$ cat src/rtl/debounce_sync.sv
// debounce_sync: two-flop-style synchroniser plus stability-counter debouncer with a registered level output.
// Define DEBOUNCE_EDGE_EN to build the registered rise/fall pulse outputs; otherwise they are tied to 0.
module debounce_sync #(
    parameter int SYNC_STAGES   = 2,
    parameter int STABLE_CYCLES = 8
) (
    input  logic clk,
    input  logic rst,
    input  logic d_in,
    output logic q,
    output logic rise,
    output logic fall
);
    localparam int              CNT_W = $clog2(STABLE_CYCLES);
    localparam logic [CNT_W-1:0] LAST = CNT_W'(STABLE_CYCLES - 1);
    logic [SYNC_STAGES-1:0] sync;
    logic [CNT_W-1:0]       cnt;
    logic                   s;
    logic                   flip;
    assign s    = sync[SYNC_STAGES-1];
    // q follows s only after STABLE_CYCLES consecutive differing samples; any agreement restarts the count
    assign flip = (s != q) && (cnt == LAST);
    always_ff @(posedge clk or posedge rst) begin
        if (rst) begin
            sync <= '0;
            cnt  <= '0;
            q    <= 1'b0;
        end else begin
            sync <= {sync[SYNC_STAGES-2:0], d_in};
            cnt  <= (s == q || flip) ? '0 : cnt + 1'b1;
            if (flip) q <= s;
        end
    end
`ifdef DEBOUNCE_EDGE_EN
    always_ff @(posedge clk or posedge rst) begin
        if (rst) begin
            rise <= 1'b0;
            fall <= 1'b0;
        end else begin
            rise <= flip & s;
            fall <= flip & ~s;
        end
    end
`else
    assign rise = 1'b0;
    assign fall = 1'b0;
`endif
endmodule

$ cat config.mk
export PLATFORM = sky130hd
export DESIGN_NAME = debounce_sync
export DESIGN_NICKNAME = d
export VERILOG_FILES = /design/src/rtl/debounce_sync.sv
export SDC_FILE = /design/constraint.sdc
export NUM_CORES = 1
export LEC_CHECK = 0
export ABC_AREA = 1
export CAP_MARGIN = 10
export CORE_AREA = 3 3 40 42
export DETAILED_ROUTE_END_ITERATION = 10
export DIE_AREA = 0 0 43 45
export PLACE_DENSITY_LB_ADDON = 0.05
export SETUP_SLACK_MARGIN = 0.02
export SLEW_MARGIN = 20
export SYNTH_ARGS = -nofsm -noshare
export SYNTH_HDL_FRONTEND = slang
export SYNTH_SLANG_ARGS = --single-unit
$ cat constraint.sdc
create_clock -name clk -period 3.05 [get_ports clk]
set_clock_uncertainty 0.1 [all_clocks]
set_input_delay 0.4575 -clock clk [delete_from_list [all_inputs] [get_ports clk]]
set_output_delay 0.4575 -clock clk [all_outputs]
set_load 0.02 [all_outputs]
==> impl_metrics.env, run 1 <==
export IMPL_grt_antenna_before_repair=0
export IMPL_cts_tree="built"
export IMPL_p_sw_mw=0.0755
export IMPL_finish_utilization_pct=23.9
export IMPL_wl_um=331
export IMPL_port_buffers=3
export IMPL_p_int_mw=0.178
export IMPL_yosysSeqAreaShare_pct=60.9
export IMPL_die_area_mm2=0.00194
export IMPL_end_kind="primary output"
export IMPL_period_needed_ns=1.78
export IMPL_crit_family="buffers and inverters"
export IMPL_synth_area_leaders="dfrtp_1, ha_1, nand2_1"
export IMPL_crit_chain="clkdlybuf4s50_1"
export IMPL_area_delta_synth_final_pct=24.4
export IMPL_globalplace_congestion=0.658
export IMPL_max_stage_delay_ns=0.61
export IMPL_first_pass_iters=4
export IMPL_grt_pass1_vias=138
export IMPL_finalSetupViolCount=0
export IMPL_ys_warn_count=0
export IMPL_antenna_cells=0
export IMPL_dp_hpwl_um=275
export IMPL_clock_sinks=6
export IMPL_fillers=141
export IMPL_avgSynthCellArea_um2=10.3
export IMPL_report_final_slew_viol_count=0
export IMPL_cp_required_ns=2.49
export IMPL_nNetsFinal=36
export IMPL_dpl_cell_count=41
export IMPL_final_setup_tns_ns=0
export IMPL_cp_slowest_cell="clkdlybuf4s50_1"
export IMPL_start_util_pct=19.2
export IMPL_rows=13
export IMPL_cts_repair_resized=0
export IMPL_drt_iter0_markers=5
export IMPL_postCtsSetupRepairBufs=0
export IMPL_run_status="completed"
export IMPL_whs_ns=0.251
export IMPL_ir_drop_mv=0.209
export IMPL_cp_max_fo=4
export IMPL_syn_inst=24
export IMPL_hold_viol=0
export IMPL_drive_gt1_share_pct=10.3
export IMPL_grt_max_degree=7
export IMPL_rrSetupSlack_ns=1.78
export IMPL_critPathBufInv=1
export IMPL_h_tree_depth=1
export IMPL_dpl_worst_slack_ns=1.52
export IMPL_period_share_pct=58.2
export IMPL_post_drt_wl_per_cell_um=7.52
export IMPL_start_kind="flip-flop"
export IMPL_grt_use_total_pct=4.86
export IMPL_stdcell_count=44
export IMPL_max_freq_mhz=563
export IMPL_rsz0062_at_grt="false"
export IMPL_final_common_cell="dfrtp_1"
export IMPL_yosysTopAreaCell="dfrtp_1"
export IMPL_min_path_type="reg -> reg"
export IMPL_grt_pass1_wl_um=558
export IMPL_power_density_mw_per_mm2=828
export IMPL_clockRootBuffer="clkbuf_4"
export IMPL_layout_common_cells="dfrtp_1, nand2_1, inv_1"
export IMPL_clkTransAtPathRegs_ns=0.04
export IMPL_clockBufferDepth=2
export IMPL_pwr_share_seq_pct=45.3
export IMPL_power_frac_clock_pct=27.9
export IMPL_syn_cell_area_um2=246
export IMPL_p_sw_share_pct=29.7
export IMPL_synth_seq_cells=6
export IMPL_core_area_mm2=0.00128
export IMPL_synth_cell_types=8
export IMPL_critical_path_arrival_ns=1.22
export IMPL_ios=6
export IMPL_finalWorstSetupSlack_ns=1.27
export IMPL_vias_per_cell=3.48
export IMPL_fp_dieH_um=45
export IMPL_die_x_um=43
export IMPL_routed_via_count=153
export IMPL_power_leakage_nw=0.161
export IMPL_critical_path_class="reg -> out"
export IMPL_synth_top_area_share_pct=60.9
export IMPL_clock_latency_ns=0.24
export IMPL_drc=0
export IMPL_gr_total_overflow=0
export IMPL_p_comb_share_pct=26.8
export IMPL_maxCapViolations=0
export IMPL_cts_buffers=3
export IMPL_holdBufCountCts=0
export IMPL_ant_nets=0
power groups by stage:
stage	clock [mW]	sequential [mW]	combinational (mW)
2_1_floorplan	0	0.122	0.0416
3_5_place_dp	0	0.117	0.0705
5_1_grt	0.0812	0.120	0.0778
4_1_cts	0.0753	0.115	0.0708
3_3_place_gp	0	0.115	0.0683
6_report	0.0709	0.115	0.0679
path summary, 6_finish.rpt:
check	start	end	depth (start not counted)
worst min register to register	sync[0]	sync[1]	0
worst max register to register	cnt[0]	cnt[1]	5
worst min-delay path	sync[0]	sync[1]	0
min in group asynchronous	rst	cnt[2]	2
worst max-delay path	q	q	1
max in group asynchronous	rst	q	2
logic make-up (layout without fill, tap and decap cells):
family	count (synthesis)	count (layout)	share of synthesized area [%]
adder cells (fa/ha/maj)	2	2	10.2
buffers and inverters	6	10	12.2
flip-flops	6	6	60.9
other	1	2	1.52
AND/OR/NAND/NOR	9	9	15.2
stage by stage:
stage	total power, mW	cell area, µm²
after floorplan	0.163	250
after global placement	0.184	284
after detailed placement	0.187	284
after CTS	0.262	307
after global routing	0.279	307
final	0.254	307
Yosys cell counts, drive strengths merged:
master / n
dfrtp: 6
nand2: 5
inv: 4
nor3: 3
buf: 2
ha: 2
conb: 1
nor2: 1
state kept, by name (all words and copies together), names as in the netlist:
signal  cells
cnt         3
q           1
sync        2
metal layers:
metal / track usage, % / routed length [µm] / vias to the layer above
met5: 0 / 0 / -
met4: 7.23 / 8 / 0
met3: 3.59 / 29 / 2
met2: 4.79 / 132 / 6
met1: 5.16 / 161 / 65
li1: - / - / 80
cell type report:
cell class,count,area [µm²],share of cell area [%]
Tap cell,15,18.8,6.12
Inverter,4,15.0,4.90
Sequential cell,6,150,49.0
Timing Repair Buffer,3,30.0,9.80
Multi-Input combinational cell,13,70.1,22.9
Clock buffer,3,22.5,7.35
Note: power is estimated with default switching activity, not from simulation.
==> run 2, diff against run 1 <==
==> constraint.sdc (replaced) <==
create_clock -name clk -period 1.7 [get_ports clk]
set_clock_uncertainty 0.1 [all_clocks]
set_input_delay 0.255 -clock clk [delete_from_list [all_inputs] [get_ports clk]]
set_output_delay 0.255 -clock clk [all_outputs]
set_load 0.02 [all_outputs]
==> results of run 2 <==
Same layout as run 1 (identical final DEF). Status: completed.
Main changes from that run: setup slack after placement 1.52 ns -> 0.368 ns; clock-pin slew on the worst setup and hold paths 0.04 ns -> 0.05 ns; setup slack after layout 1.27 ns -> 0.126 ns; hold slack 0.251 ns -> 0.128 ns; register-to-register setup slack 1.78 ns -> 0.43 ns; total power 0.254 mW -> 0.455 mW; worst IR drop on VDD 0.209 mV -> 0.375 mV
